## src/rtl/fib_pkg.sv

```systemverilog
// Shared constants and FSM state type for the two-requester fibonacci scheduler.
package fib_pkg;

  localparam int unsigned FIB_NW = 4;
  localparam int unsigned FIB_FW = 16;
  localparam int unsigned FIB_CW = 8;

  typedef enum logic [1:0] {
    IDLE    = 2'd0,
    COMPUTE = 2'd1,
    RESP    = 2'd2
  } state_e;

endpackage

```

## src/rtl/fib_scheduler_fib.sv

```systemverilog
// Combinational fibonacci: fib_n_o = fib(n_i), wrapping modulo 2^FW.
module fib_scheduler_fib
  import fib_pkg::*;
#(
  parameter int unsigned NW = FIB_NW,
  parameter int unsigned FW = FIB_FW
) (
  input  logic [NW-1:0] n_i,
  output logic [FW-1:0] fib_n_o
);

  // Unrolled recurrence; each stage advances the (a, b) pair only while k < n.
  always_comb begin
    logic [FW-1:0] a;
    logic [FW-1:0] b;
    logic [FW-1:0] t;
    a = '0;
    b = FW'(1);
    t = '0;
    for (int unsigned k = 0; k < (1 << NW); k++) begin
      if (k < 32'(n_i)) begin
        t = a + b;
        a = b;
        b = t;
      end
    end
    fib_n_o = a;
  end

endmodule

```

## src/rtl/fib_scheduler.sv

```systemverilog
// Round-robin scheduler sharing one fibonacci datapath between two requesters,
// with a registered response held until the consumer accepts it.
module fib_scheduler
  import fib_pkg::*;
#(
  parameter int unsigned NW = FIB_NW,
  parameter int unsigned FW = FIB_FW,
  parameter int unsigned CW = FIB_CW
) (
  input  logic          clk,
  input  logic          rst_n,
  input  logic [1:0]    req_valid,
  input  logic [NW-1:0] req_n0,
  input  logic [NW-1:0] req_n1,
  output logic [1:0]    req_ready,
  output logic          rsp_valid,
  output logic          rsp_id,
  output logic [NW-1:0] rsp_n,
  output logic [FW-1:0] rsp_data,
  input  logic          rsp_ready,
  output logic          busy,
  output logic [CW-1:0] served0,
  output logic [CW-1:0] served1
);

  state_e        state_q, state_d;
  logic          rr_q, rr_d;
  logic          id_q, id_d;
  logic [NW-1:0] n_q, n_d;
  logic [FW-1:0] data_q, data_d;
  logic [CW-1:0] served0_q, served0_d;
  logic [CW-1:0] served1_q, served1_d;
  logic          gnt;
  logic [FW-1:0] fib_n;

  fib_scheduler_fib #(.NW(NW), .FW(FW)) u_fib (
    .n_i     (n_q),
    .fib_n_o (fib_n)
  );

  // A lone requester wins outright; on contention rr_q picks the winner.
  always_comb begin
    case (req_valid)
      2'b01:   gnt = 1'b0;
      2'b10:   gnt = 1'b1;
      default: gnt = rr_q;
    endcase
  end

  assign req_ready = (state_q == IDLE && req_valid[gnt]) ? (gnt ? 2'b10 : 2'b01) : 2'b00;
  assign rsp_valid = (state_q == RESP);
  assign busy      = (state_q != IDLE);
  assign rsp_id    = id_q;
  assign rsp_n     = n_q;
  assign rsp_data  = data_q;
  assign served0   = served0_q;
  assign served1   = served1_q;

  always_comb begin
    state_d   = state_q;
    rr_d      = rr_q;
    id_d      = id_q;
    n_d       = n_q;
    data_d    = data_q;
    served0_d = served0_q;
    served1_d = served1_q;
    case (state_q)
      IDLE: begin
        if (|(req_valid & req_ready)) begin
          id_d    = gnt;
          n_d     = gnt ? req_n1 : req_n0;
          rr_d    = ~gnt;
          state_d = COMPUTE;
        end
      end
      COMPUTE: begin
        data_d  = fib_n;
        state_d = RESP;
      end
      RESP: begin
        // Counters saturate at all-ones rather than wrapping.
        if (rsp_ready) begin
          state_d = IDLE;
          if (id_q) begin
            if (served1_q != '1) served1_d = served1_q + CW'(1);
          end else begin
            if (served0_q != '1) served0_d = served0_q + CW'(1);
          end
        end
      end
      default: state_d = IDLE;
    endcase
  end

  always_ff @(posedge clk or negedge rst_n) begin
    if (!rst_n) begin
      state_q   <= IDLE;
      rr_q      <= 1'b0;
      id_q      <= 1'b0;
      n_q       <= '0;
      data_q    <= '0;
      served0_q <= '0;
      served1_q <= '0;
    end else begin
      state_q   <= state_d;
      rr_q      <= rr_d;
      id_q      <= id_d;
      n_q       <= n_d;
      data_q    <= data_d;
      served0_q <= served0_d;
      served1_q <= served1_d;
    end
  end

endmodule

```

## config.mk

```make
export PLATFORM = sky130hd
export DESIGN_NAME = fib_scheduler
export DESIGN_NICKNAME = d
export VERILOG_FILES = /design/src/rtl/fib_pkg.sv /design/src/rtl/fib_scheduler_fib.sv /design/src/rtl/fib_scheduler.sv
export SDC_FILE = /design/constraint.sdc
export NUM_CORES = 1
export LEC_CHECK = 0
export CAP_MARGIN = 20
export CORE_UTILIZATION = 55
export DETAILED_ROUTE_END_ITERATION = 7
export PLACE_DENSITY_LB_ADDON = 0.25
export SLEW_MARGIN = 10
export SYNTH_ARGS = -nofsm -noshare
export SYNTH_HDL_FRONTEND = slang
export SYNTH_SLANG_ARGS = --single-unit
```

## constraint.sdc

```tcl
create_clock -name clk -period 20 [get_ports clk]
set_clock_uncertainty 0.2 [all_clocks]
set_input_delay 4 -clock clk [delete_from_list [all_inputs] [get_ports clk]]
set_output_delay 4 -clock clk [all_outputs]
set_load 0.005 [all_outputs]
```

; ---- After elaboration in Yosys (flattened, before gate mapping)
; Index checks and enable logic that the tools add are counted.
[op_classes]
n_addsub = 15
order_cmp = 16
eq_ne = 8
mux = 37
n_bitwise = 3
reduce_logical = 8
[ops]
columns = operator, count
row1 = 16-bit two-way mux, 26
row2 = 16-bit adder, 11
row3 = "4-bit less-than comparator, first input constant", 7
row4 = 1-bit by 16-bit adder with 16-bit output, 1
row5 = "8-bit by 1-bit adder with 8-bit output, second input constant", 2
row6 = "3-bit by 4-bit less-than comparator with 1-bit output, first input constant", 4
row7 = "8-bit != test, second input constant", 2
row8 = "1-bit by 4-bit less-than comparator with 1-bit output, first input constant", 2
row9 = "2-bit by 4-bit less-than comparator with 1-bit output, first input constant", 2
row10 = 2-bit two-way mux, 4
row11 = 4-bit AND reduction, 2
row12 = 2-bit case mux with 3 select lines, 1
row13 = "2-bit by 1-bit equality test with 1-bit output, second input constant", 2
row14 = "2-bit equality test, second input constant", 2
row15 = 1-bit two-way mux, 4
row16 = 4-bit two-way mux, 1
row17 = "2-bit by 1-bit != test with 1-bit output, second input constant", 2
row18 = 2-bit AND reduction, 2
row19 = "1-bit by 1-bit adder with 2-bit output, second input constant", 1
row20 = 2-bit AND, 1
row21 = 2-bit zero test, 1
row22 = "1-bit by 2-bit less-than comparator with 1-bit output, second input constant", 1
row23 = 1-bit NOT, 2
row24 = 1-bit case mux with 2 select lines, 1
row25 = 3 further kinds, 3
[word_totals]
regBits = 40
in_bits = 13
output_inout_bits = 41
word_cells = 94

; ---- Depth between registers and ports, before layout
; Gate-level depths: netlist of the first run.
[depth]
word_depth = 29
depth_mapped = 73
depth_no_buf = 70

; ---- Modules after synthesis
; From an unflattened synthesis of the first run, not the netlist that was laid out.
[hier_totals]
cells_unflattened = 1067
hier_area_um2 = 7872.6
[by_module_without_submodules]
columns = module, n_inst, cells_each, area_each_um2, seq_area_each_um2
row1 = fib_scheduler_fib, 1, 924, 6063.3, 0.0
row2 = fib_scheduler, 1, 143, 1809.2, 1001.0

; ---- Least setup slack after synthesis of the first run
; OpenSTA, ideal clock, no wires.
[synth_path]
kind = flip-flop to flip-flop
start = register n_q[0] (netlist: rsp_n[0])
end = register data_q[10] (netlist: rsp_data[10])
setup_time_ps = 78
t_arrival_ps = 13873
required_ps = 19722
setup_slack_ps = 5850
stages_incl_launch_ff = 71
n_path_buf = 5
synth_period_minus_slack_ps = 14150
path_cell_list = dfrtp_1 -> buf_4 -> clkbuf_1 -> buf_1 -> clkbuf_1 -> buf_1 -> nor2_1 -> inv_1 -> ha_1 -> a21bo_2 -> a21oi_1 -> inv_1 -> ha_1 -> a21oi_1 -> nor2_1 -> ha_1 -> xnor2_1 -> xnor2_1 -> (+35 left out) -> a31o_2 -> a311oi_1 -> o31ai_1 -> a21oi_1 -> ha_1 -> o21a_1 -> or3_1 -> nand2_1 -> nor2_1 -> a211oi_1 -> nand2_1 -> ha_1 -> nand2b_1 -> a2111oi_0 -> a31oi_1 -> o311ai_0 -> o22ai_1 -> a21oi_1
[synth_between]
elab_chain_len = 29
elab_cells_between_ends = 56
cone_classes = 13 x add/sub / 15 x order compare / 28 x mux
[synth_rtl]
columns = element, line
row1 = start: declaration, fib_scheduler.sv:29  ; logic [NW-1:0] n_q, n_d;
row2 = start signal: assignment, fib_scheduler.sv:108  ; n_q <= n_d;
row3 = 1-bit by 4-bit less-than comparator with 1-bit output, fib_scheduler_fib.sv:21  ; if (k < 32'(n_i)) begin
row4 = 1-bit two-way mux, fib_scheduler_fib.sv:21
row5 = 1-bit by 1-bit adder with 2-bit output, fib_scheduler_fib.sv:22  ; t = a + b;
row6 = 16-bit two-way mux, fib_scheduler_fib.sv:21
row7 = 1-bit by 16-bit adder with 16-bit output, fib_scheduler_fib.sv:22
row8 = 16-bit two-way mux, fib_scheduler_fib.sv:21
row9 = 16-bit adder, fib_scheduler_fib.sv:22
row10 = 16-bit two-way mux, fib_scheduler_fib.sv:21
row11 = (+13 left out), n/a
row12 = 16-bit two-way mux, fib_scheduler_fib.sv:21
row13 = 16-bit adder, fib_scheduler_fib.sv:22
row14 = 16-bit two-way mux, fib_scheduler_fib.sv:21
row15 = 16-bit adder, fib_scheduler_fib.sv:22
row16 = 16-bit two-way mux, fib_scheduler_fib.sv:21
row17 = 16-bit adder, fib_scheduler_fib.sv:22
row18 = 16-bit two-way mux, fib_scheduler_fib.sv:21
row19 = 16-bit two-way mux *, fib_scheduler_fib.sv:21
row20 = end signal: assignment, fib_scheduler.sv:109  ; data_q <= data_d;
row21 = end: declaration, fib_scheduler.sv:30  ; logic [FW-1:0] data_q, data_d;
; Mark *: on every way between the ends. The rest lies on a longest branch, timed or not.
; A chain may end at the register's enable or synchronous reset.

; ---- Worst setup path in the final report of the first run
[layout_path]
start = register n_q[3] (netlist: rsp_n[3])
end = register data_q[10] (netlist: rsp_data[10])
; Same word-level chain as after synthesis.

==> results of run 1 <==
[sequential cells by signal (all words and copies together) (netlist names)]
name,cells
rsp_n,4
state_q,2
served0,8
served1,8
rsp_data,14
rr_q,1
rsp_id,1
[through the flow]
step                      std cells  cell area, sq um  setup WS, ps
after floorplan                1021              7308          5850
after global placement         1207              7914          5575
after detailed placement       1207              7914          5011
after CTS                      1215              8113          4956
after global routing           1215              8113          3332
final                          1215              8113          4553
[Yosys cell counts (8+ instances only)]
cell,instances
sky130_fd_sc_hd__a211oi_1,17
sky130_fd_sc_hd__a21o_1,33
sky130_fd_sc_hd__a21oi_1,100
sky130_fd_sc_hd__a31oi_1,14
sky130_fd_sc_hd__and2_1,11
sky130_fd_sc_hd__and3_1,15
sky130_fd_sc_hd__buf_1,9
sky130_fd_sc_hd__clkbuf_1,31
sky130_fd_sc_hd__dfrtp_1,38
sky130_fd_sc_hd__fa_1,8
sky130_fd_sc_hd__ha_1,72
sky130_fd_sc_hd__inv_1,42
sky130_fd_sc_hd__mux2_2,17
sky130_fd_sc_hd__mux2i_1,12
sky130_fd_sc_hd__nand2_1,129
sky130_fd_sc_hd__nand2b_1,9
sky130_fd_sc_hd__nand3_1,24
sky130_fd_sc_hd__nor2_1,105
sky130_fd_sc_hd__nor3_1,31
sky130_fd_sc_hd__o211ai_1,9
sky130_fd_sc_hd__o21a_1,17
sky130_fd_sc_hd__o21ai_0,58
sky130_fd_sc_hd__o31ai_1,10
sky130_fd_sc_hd__xnor2_1,37
sky130_fd_sc_hd__xor2_1,21
[final cells by class]
| cell class | instances | area (sq um) |
|---|---|---|
| Fill cell | 1137 | 4661 |
| Sequential cell | 38 | 952.2 |
| Clock buffer | 6 | 138.9 |
| Tap cell | 172 | 215.2 |
| Multi-Input combinational cell | 891 | 5993 |
| Inverter | 44 | 165.2 |
| Timing Repair Buffer | 62 | 588.1 |
| Clock inverter | 2 | 60.06 |
[worst max-delay path: cells and delay by family, from the launching register on]
family                     cells  cell delay (ps)
AOI/OAI and AO/OA             29             6590
and+or+nand+nor               14             1870
buffers and inverters          6              910
muxes                          1              230
DFF                            1              390
xor gates and xnor gates       6             1660
adders and majority gates     11             3510
[cells by family after synthesis]
kind of cell / Yosys count / synth area share [%]
xor+xnor: 58 / 6.954
compound gates: 344 / 31.21
fa+ha+maj: 80 / 14.53
simple gates: 377 / 24.63
mux: 30 / 4.573
flops: 38 / 13.02
other cells: 1 / 0.05134
buf+inv: 92 / 5.036
[layer usage]
layer  share of wire [%]  GRT usage [%]  vias up
li1                    -              -     3774
met1                  45          43.81     3624
met2                  44          51.37      348
met3                 8.1          6.952       50
met4                 2.7          10.63        0
met5                   0              0        -
[path summary, 6_finish.rpt]
| path | depth (start not counted) | to | start |
|---|---|---|---|
| worst max register to register | 67 | rsp_data[10] | rsp_n[3] |
| worst min-delay path | 1 | rsp_data[7] | rsp_data[7] |
| max in group asynchronous | 1 | rsp_n[3] | rst_n |
| min in group asynchronous | 1 | served0[5] | rst_n |
| worst max-delay path | 67 | rsp_data[10] | rsp_n[3] |
| worst min register to register | 1 | rsp_data[7] | rsp_data[7] |
==> flow_results.xml, run 1 <==
<?xml version="1.0" encoding="UTF-8"?>
<metrics>
  <group name="layout">
    <metric name="utilization" unit="%">63.51</metric>
    <metric name="antenna_cells" unit="">0</metric>
    <metric name="finish.net_count" unit="">1135</metric>
    <metric name="drive_above_1_share" unit="%">6.999</metric>
    <metric name="layout.cells.most_common_list" unit="">129 x sky130_fd_sc_hd__nand2_1, 105 x sky130_fd_sc_hd__nor2_1, 100 x sky130_fd_sc_hd__a21oi_1</metric>
    <metric name="area_delta_synth_final" unit="%">11.07</metric>
    <metric name="mostFrequentLayoutCell" unit="">sky130_fd_sc_hd__nand2_1</metric>
  </group>
  <group name="place">
    <metric name="hpwl" unit="um">17130</metric>
    <metric name="gp_routability_congestion" unit="">1.023</metric>
    <metric name="io_buffer_count" unit="">51</metric>
  </group>
  <group name="worst_setup_path">
    <metric name="slowest_stage" unit="">sky130_fd_sc_hd__a21boi_0</metric>
    <metric name="critPathMaxStageDelay" unit="ps">540</metric>
    <metric name="critical_path.max_fanout" unit="">23</metric>
    <metric name="crit_required" unit="ps">20010</metric>
    <metric name="critical_path_arrival" unit="ps">15450</metric>
    <metric name="ff2ff_setup_slack" unit="ps">4550</metric>
    <metric name="critical_path.most_common_cell" unit="">sky130_fd_sc_hd__ha_1</metric>
    <metric name="worstSetupPathType" unit="">reg2reg</metric>
    <metric name="cp-start-kind" unit="">register</metric>
    <metric name="worstSetupEndpointType" unit="">register</metric>
  </group>
  <group name="yosys">
    <metric name="syn-cell-area" unit="sq mm">0.007305</metric>
    <metric name="ys_dominant_reg_cell" unit="">sky130_fd_sc_hd__dfrtp_1</metric>
    <metric name="ys.warnings.count" unit="">0</metric>
    <metric name="synthCells" unit="">1020</metric>
    <metric name="netlist_top_cells_area" unit="">sky130_fd_sc_hd__dfrtp_1 13%, sky130_fd_sc_hd__ha_1 12%, sky130_fd_sc_hd__a21oi_1 6.9%</metric>
    <metric name="number_of_enable_flip_flop_cells_after_synthesis" unit="">0</metric>
    <metric name="yosys.area.top_type_share" unit="%">13.02</metric>
    <metric name="synth_top_cell_by_area" unit="">sky130_fd_sc_hd__dfrtp_1</metric>
    <metric name="syn-mean-instance-area" unit="sq um">7.161</metric>
    <metric name="seq_area_frac_synth" unit="%">13.02</metric>
    <metric name="distinct_cell_type_count_after_synthesis" unit="">86</metric>
    <metric name="synth_seq_cells" unit="">38</metric>
    <metric name="async_flop_share" unit="%">100.0</metric>
  </group>
  <group name="clock_network">
    <metric name="cts_buffers" unit="">5</metric>
    <metric name="cts-resized-gates" unit="">0</metric>
    <metric name="hold_buffers" unit="">0</metric>
    <metric name="cts.sinks" unit="">38</metric>
    <metric name="cts.root.buffer_cell" unit="">sky130_fd_sc_hd__clkbuf_16</metric>
    <metric name="clkTransAtPathRegs" unit="ps">60</metric>
    <metric name="cts-root-to-sink-buffers" unit="">2</metric>
    <metric name="clkLatencyLatePin" unit="ps">280</metric>
    <metric name="postCtsSetupRepairBufs" unit="">0</metric>
    <metric name="tritoncts" unit="">yes</metric>
    <metric name="clock_tree.htree_level_count" unit="">2</metric>
  </group>
  <group name="global_routing">
    <metric name="grt_max_degree" unit="">58</metric>
    <metric name="grt_overflow" unit="">0</metric>
    <metric name="globalRouteTotalUtil" unit="%">32.46</metric>
    <metric name="antenna_found_initial" unit="">0</metric>
    <metric name="grt_pass1_wl" unit="um">34740</metric>
    <metric name="grt_pass1_vias" unit="">6960</metric>
  </group>
  <group name="floorplanning">
    <metric name="floorplan.initialDensity" unit="%">57.18</metric>
    <metric name="fp.dieH" unit="um">117.2</metric>
    <metric name="io_pins" unit="">54</metric>
    <metric name="fp.dieArea" unit="sq mm">0.01375</metric>
    <metric name="die_width" unit="um">117.2</metric>
    <metric name="num_rows" unit="">41</metric>
    <metric name="placeableCoreArea" unit="sq mm">0.01277</metric>
  </group>
  <group name="detailed_routing">
    <metric name="drc" unit="">0</metric>
    <metric name="avgRoutedWirePerCell" unit="um">18.13</metric>
    <metric name="postRouteWirelength" unit="um">22030</metric>
    <metric name="drt_pre_antenna_iters" unit="">5</metric>
    <metric name="drt_iter0_markers" unit="">784</metric>
    <metric name="via_per_inst" unit="">6.416</metric>
    <metric name="drt.antenna.violating_nets" unit="">0</metric>
    <metric name="via_count" unit="">7796</metric>
  </group>
  <group name="timing">
    <metric name="fmax" unit="MHz">64.74</metric>
    <metric name="rsz0062_at_grt" unit="">false</metric>
    <metric name="setup_viol" unit="">0</metric>
    <metric name="post-route-min-period" unit="ps">15450</metric>
    <metric name="report.final.hold_viol_count" unit="">0</metric>
    <metric name="fin_crit_sh" unit="%">77.23</metric>
    <metric name="tightestPinTransition" unit="ps">1101</metric>
    <metric name="max-slew-margin-rel" unit="%">25.95</metric>
    <metric name="setup_tns" unit="ps">0</metric>
    <metric name="fin_worst_hold_slack" unit="ps">277.1</metric>
    <metric name="slew_viol_final" unit="">0</metric>
  </group>
  <group name="job">
    <metric name="max_cap_viol" unit="">0</metric>
  </group>
  <group name="run_status">
    <metric name="status" unit="">complete, no violations</metric>
  </group>
  <group name="min_path">
    <metric name="holdCritPathClass" unit="">reg2reg</metric>
  </group>
</metrics>
Power of run 1 is left out: the tool's default activity adds up to more than one toggle a clock period on the data nets, which glitch-free logic cannot reach.
==> run 2: changes to the inputs <==
- clock period: 20 -> 13.3 ns (I/O delays scaled with it)
==> run 2 against run 1 <==
Compared with the run above:
- count of clock-buffer cells in the layout fell by 1
- via count rose by 5.3%
- cell count rose by 4.3%
- core utilization rose by 6.3 points
- die area did not move
- non-clock buffer count rose by 52
- sequential share of layout area fell by 1.0 points
- wire length rose by 8.2%
- first-iteration DRC count rose by 11%
- worst hold slack got worse by 2.0 ps
- maximum frequency rose by 19%
- cell area rose by 9.9%
==> flow_results.xml, run 2 (synthesized netlist as in run 1, its figures left out) <==
<?xml version="1.0" encoding="UTF-8"?>
<metrics>
  <group name="detailed_routing">
    <metric name="avgRoutedWirePerCell" unit="um">18.81</metric>
    <metric name="drt.antenna.violating_nets" unit="">0</metric>
    <metric name="via_per_inst" unit="">6.481</metric>
    <metric name="drt_iter0_markers" unit="">867</metric>
    <metric name="via_count" unit="">8211</metric>
    <metric name="drt_pre_antenna_iters" unit="">5</metric>
    <metric name="drc" unit="">0</metric>
    <metric name="postRouteWirelength" unit="um">23840</metric>
  </group>
  <group name="timing">
    <metric name="tightestPinTransition" unit="ps">1032</metric>
    <metric name="slew_viol_final" unit="">0</metric>
    <metric name="max-slew-margin-rel" unit="%">30.56</metric>
    <metric name="post-route-min-period" unit="ps">12950</metric>
    <metric name="fin_crit_sh" unit="%">97.40</metric>
    <metric name="report.final.hold_viol_count" unit="">0</metric>
    <metric name="fin_worst_hold_slack" unit="ps">275.2</metric>
    <metric name="setup_viol" unit="">0</metric>
    <metric name="fmax" unit="MHz">77.20</metric>
  </group>
  <group name="floorplanning">
    <metric name="placeableCoreArea" unit="sq mm">0.01277</metric>
    <metric name="io_pins" unit="">54</metric>
    <metric name="fp.dieH" unit="um">117.2</metric>
    <metric name="num_rows" unit="">41</metric>
    <metric name="fp.dieArea" unit="sq mm">0.01375</metric>
    <metric name="die_width" unit="um">117.2</metric>
    <metric name="floorplan.initialDensity" unit="%">57.18</metric>
  </group>
  <group name="global_routing">
    <metric name="grt_overflow" unit="">0</metric>
    <metric name="globalRouteTotalUtil" unit="%">33.96</metric>
    <metric name="grt_pass1_vias" unit="">7076</metric>
    <metric name="grt_max_degree" unit="">57</metric>
    <metric name="antenna_found_initial" unit="">0</metric>
    <metric name="grt_pass1_wl" unit="um">36400</metric>
  </group>
  <group name="layout">
    <metric name="antenna_cells" unit="">0</metric>
    <metric name="finish.net_count" unit="">1187</metric>
    <metric name="mostFrequentLayoutCell" unit="">sky130_fd_sc_hd__nand2_1</metric>
    <metric name="largest_register_ffs" unit="">14</metric>
    <metric name="drive_above_1_share" unit="%">17.08</metric>
    <metric name="fin_cells" unit="">1267</metric>
    <metric name="layout.filler_cells" unit="">1042</metric>
    <metric name="area_delta_synth_final" unit="%">22.06</metric>
    <metric name="layout.cells.most_common_list" unit="">127 x sky130_fd_sc_hd__nand2_1, 103 x sky130_fd_sc_hd__nor2_1, 84 x sky130_fd_sc_hd__a21oi_1</metric>
  </group>
  <group name="clock_network">
    <metric name="cts_buffers" unit="">5</metric>
    <metric name="tritoncts" unit="">yes</metric>
    <metric name="cts-root-to-sink-buffers" unit="">2</metric>
    <metric name="cts.root.buffer_cell" unit="">sky130_fd_sc_hd__clkbuf_16</metric>
    <metric name="clkLatencyLatePin" unit="ps">280</metric>
    <metric name="cts.sinks" unit="">38</metric>
    <metric name="clock_tree.htree_level_count" unit="">2</metric>
    <metric name="clkTransAtPathRegs" unit="ps">60</metric>
  </group>
  <group name="worst_setup_path">
    <metric name="critical_path.most_common_cell" unit="">sky130_fd_sc_hd__ha_4</metric>
    <metric name="worstSetupEndpointType" unit="">register</metric>
    <metric name="critPathMaxStageDelay" unit="ps">380</metric>
    <metric name="cp-start-kind" unit="">register</metric>
    <metric name="worstSetupPathType" unit="">reg2reg</metric>
    <metric name="critical_path_arrival" unit="ps">12910</metric>
    <metric name="crit_required" unit="ps">13260</metric>
    <metric name="critical_path.max_fanout" unit="">5</metric>
    <metric name="slowest_stage" unit="">sky130_fd_sc_hd__dfrtp_1</metric>
    <metric name="ff2ff_setup_slack" unit="ps">350</metric>
  </group>
  <group name="place">
    <metric name="hpwl" unit="um">17490</metric>
    <metric name="dp_cells" unit="">1233</metric>
    <metric name="gp_routability_congestion" unit="">1.046</metric>
    <metric name="io_buffer_count" unit="">51</metric>
  </group>
  <group name="min_path">
    <metric name="holdCritPathClass" unit="">reg2reg</metric>
  </group>
  <group name="run_status">
    <metric name="status" unit="">complete, no violations</metric>
  </group>
  <group name="job">
    <metric name="max_cap_viol" unit="">0</metric>
  </group>
</metrics>
-- run 2: per-stage QoR --
step,setup slack (ps),TNS (ps),util (%),instance area [sq um]
after floorplan,1.043,0,-,7350
after global placement,128.1,0,63.75,8143
after detailed placement,-250.7,-250.7,63.75,8143
after CTS,29.44,0,66.08,8441
after global routing,-271.1,-590.2,69.80,8916
final,345.9,0,69.80,8916
-- run 2: path summary, 6_finish.rpt --
kind	start	end	depth (start not counted)
worst max-delay path	rsp_n[2]	rsp_data[10]	69
worst min-delay path	rsp_data[8]	rsp_data[8]	2
worst max register to register	rsp_n[2]	rsp_data[10]	69
worst min register to register	rsp_data[8]	rsp_data[8]	2
max in group asynchronous	rst_n	rsp_n[0]	1
min in group asynchronous	rst_n	served1[5]	1
-- run 2: area by class of cell --
type                    count  area [sq um]  area share, %
clock buffers               5         125.1          1.403
clock inverters             3         68.82         0.7718
inverters                  44         165.2          1.852
multi-input cells         891          6410          71.89
flip-flops and latches     38         953.4          10.69
well taps                 172         215.2          2.414
repair buffers            114         978.4          10.97
-- run 2: per-layer routing --
layer	share of wire, %	track usage (%)	vias to the layer above
met5	0	0	-
met4	3.0	9.283	0
met3	9.4	4.480	73
met2	44	54.47	469
met1	43	47.63	3790
li1	-	-	3879
-- run 2: what timing repair did --
action	4_1_cts	5_1_grt
buffers inserted	9	17
pin swaps	4	30
resized for setup	9	64
endpoints found under the setup margin	2	5
hold buffers	0	0
-- run 2: worst max-delay path, delay by kind of cell (launching register included) --
kind	cells	cell delay [ps]
mux	2	500
flops	1	380
fa+ha+maj	11	2980
compound gates	28	5010
buf+inv	5	420
xor+xnor	4	730
simple gates	19	2620
Power of run 2 is left out for the same reason.
==> run 3: changes to the inputs <==
- SETUP_SLACK_MARGIN: unset -> 0.02
==> run 3 against run 2 <==
Compared with the run above:
- core utilization is 0.13 points higher
- maximum frequency shrank 0.41%
- sequential share of layout area barely moved
- via count is 0.73% higher
- global-route usage decreased by 1.5 points
- register-to-register slack worse by 50 ps
- count of clock-buffer cells in the layout unchanged
- critical path type unchanged
==> flow_results.xml, run 3 (synthesized netlist as in run 1, its figures left out) <==
<?xml version="1.0" encoding="UTF-8"?>
<metrics>
  <group name="run_status">
    <metric name="status" unit="">complete, no violations</metric>
  </group>
  <group name="timing">
    <metric name="tightestPinTransition" unit="ps">1043</metric>
    <metric name="setup_viol" unit="">0</metric>
    <metric name="post-route-min-period" unit="ps">13010</metric>
    <metric name="max-slew-margin-rel" unit="%">30.18</metric>
    <metric name="fin_crit_sh" unit="%">97.80</metric>
    <metric name="slew_viol_final" unit="">0</metric>
    <metric name="fmax" unit="MHz">76.88</metric>
    <metric name="worst_slack" unit="ps">292.1</metric>
    <metric name="setup_tns" unit="ps">0</metric>
    <metric name="report.final.hold_viol_count" unit="">0</metric>
  </group>
  <group name="layout">
    <metric name="mostFrequentLayoutCell" unit="">sky130_fd_sc_hd__nand2_1</metric>
    <metric name="layout.filler_cells" unit="">1067</metric>
    <metric name="drive_above_1_share" unit="%">17.70</metric>
    <metric name="largest_register_ffs" unit="">14</metric>
    <metric name="layout.cells.most_common_list" unit="">127 x sky130_fd_sc_hd__nand2_1, 100 x sky130_fd_sc_hd__nor2_1, 87 x sky130_fd_sc_hd__a21oi_1</metric>
    <metric name="area_delta_synth_final" unit="%">22.29</metric>
    <metric name="finish.net_count" unit="">1194</metric>
    <metric name="antenna_cells" unit="">0</metric>
  </group>
  <group name="job">
    <metric name="max_cap_viol" unit="">0</metric>
  </group>
  <group name="floorplanning">
    <metric name="placeableCoreArea" unit="sq mm">0.01277</metric>
    <metric name="io_pins" unit="">54</metric>
    <metric name="fp.dieArea" unit="sq mm">0.01375</metric>
    <metric name="fp.dieH" unit="um">117.2</metric>
    <metric name="die_width" unit="um">117.2</metric>
    <metric name="floorplan.initialDensity" unit="%">57.18</metric>
    <metric name="num_rows" unit="">41</metric>
  </group>
  <group name="detailed_routing">
    <metric name="via_per_inst" unit="">6.492</metric>
    <metric name="drt_iter0_markers" unit="">805</metric>
    <metric name="drt_pre_antenna_iters" unit="">5</metric>
    <metric name="drc" unit="">0</metric>
    <metric name="drt.antenna.violating_nets" unit="">0</metric>
    <metric name="avgRoutedWirePerCell" unit="um">18.60</metric>
    <metric name="via_count" unit="">8271</metric>
    <metric name="postRouteWirelength" unit="um">23700</metric>
  </group>
  <group name="worst_setup_path">
    <metric name="critical_path.most_common_cell" unit="">sky130_fd_sc_hd__a21oi_1</metric>
    <metric name="critical_path_arrival" unit="ps">12970</metric>
    <metric name="slowest_stage" unit="">sky130_fd_sc_hd__fa_2</metric>
    <metric name="crit_required" unit="ps">13260</metric>
    <metric name="worstSetupPathType" unit="">reg2reg</metric>
    <metric name="cp-start-kind" unit="">register</metric>
    <metric name="critical_path.max_fanout" unit="">6</metric>
    <metric name="ff2ff_setup_slack" unit="ps">290</metric>
    <metric name="worstSetupEndpointType" unit="">register</metric>
    <metric name="critPathMaxStageDelay" unit="ps">440</metric>
  </group>
  <group name="global_routing">
    <metric name="antenna_found_initial" unit="">0</metric>
    <metric name="grt_pass1_vias" unit="">7061</metric>
    <metric name="grt_overflow" unit="">0</metric>
    <metric name="grt_pass1_wl" unit="um">34950</metric>
    <metric name="globalRouteTotalUtil" unit="%">32.48</metric>
    <metric name="grt_max_degree" unit="">57</metric>
  </group>
  <group name="place">
    <metric name="gp_routability_congestion" unit="">1.035</metric>
    <metric name="preCtsSetupSlack" unit="ps">-225.5</metric>
    <metric name="io_buffer_count" unit="">51</metric>
    <metric name="hpwl" unit="um">17280</metric>
  </group>
  <group name="clock_network">
    <metric name="clkLatencyLatePin" unit="ps">290</metric>
    <metric name="clock_tree.htree_level_count" unit="">2</metric>
    <metric name="cts.sinks" unit="">38</metric>
    <metric name="clkTransAtPathRegs" unit="ps">60</metric>
    <metric name="cts.root.buffer_cell" unit="">sky130_fd_sc_hd__clkbuf_16</metric>
    <metric name="cts_buffers" unit="">5</metric>
    <metric name="hold_buffers" unit="">0</metric>
    <metric name="tritoncts" unit="">yes</metric>
    <metric name="cts-root-to-sink-buffers" unit="">2</metric>
  </group>
  <group name="min_path">
    <metric name="holdCritPathClass" unit="">reg2reg</metric>
  </group>
</metrics>
==> run 3: cell count changes in the layout (fill, tap and decap cells not counted), moves of 3 or more <==
cell                      before  now
sky130_fd_sc_hd__buf_4        63   68
sky130_fd_sc_hd__a21oi_1      84   87
sky130_fd_sc_hd__nor2_1      103  100
sky130_fd_sc_hd__nor2_2        1    4
==> run 3: worst paths after layout <==
kind / endpoint / cells past startpoint / from
min in group asynchronous: served1[5] / 1 / rst_n
worst max-delay path: rsp_data[10] / 63 / rsp_n[2]
max in group asynchronous: rsp_n[0] / 1 / rst_n
worst min register to register: rsp_data[13] / 2 / rsp_data[13]
worst max register to register: rsp_data[10] / 63 / rsp_n[2]
worst min-delay path: rsp_data[13] / 2 / rsp_data[13]
==> run 3: what timing repair did <==
item,4_1_cts,5_1_grt
endpoints found under the setup margin,3,5
resized for setup,8,64
buffers inserted,10,22
pin swaps,5,34
hold endpoints to repair,0,0
==> run 3: layout make-up <==
| type | instances | area [sq um] | share of cell area [%] |
|---|---|---|---|
| clock buffers | 5 | 125.1 | 1.401 |
| flip-flops and latches | 38 | 953.4 | 10.67 |
| clock inverters | 3 | 45.04 | 0.5043 |
| inverters | 44 | 165.2 | 1.849 |
| repair buffers | 121 | 1026 | 11.49 |
| well taps | 172 | 215.2 | 2.409 |
| multi-input cells | 891 | 6402 | 71.68 |
==> run 3: critical path: cells and delay by family (launching register included) <==
family,cells,cell delay (ps)
buffers and inverters,4,280
AO/OA/AOI/OAI,31,5870
XOR/XNOR,2,340
flip-flops,1,400
adder cells (fa/ha/maj),12,3400
AND/OR/NAND/NOR,14,2380
==> run 3: per-layer routing <==
metal,up-vias,global-route usage (%),wire [um]
met1,3840,44.37,9991
met5,-,0,0
met2,459,52.71,10720
li1,3901,-,-
met3,71,5.819,2389
met4,0,8.270,601
==> run 3: through the flow <==
stage	cell area, sq um	utilization [%]	hold WS (ps)	cells
CTS	8437	66.05	281.0	1250
finish	8932	69.93	277.1	1274
global placement	8144	63.76	263.6	1232
detailed placement	8144	63.76	268.7	1232
floorplan	7358	-	267.3	1021
global route	8932	69.93	297.2	1274
Power of run 3 is left out for the same reason.
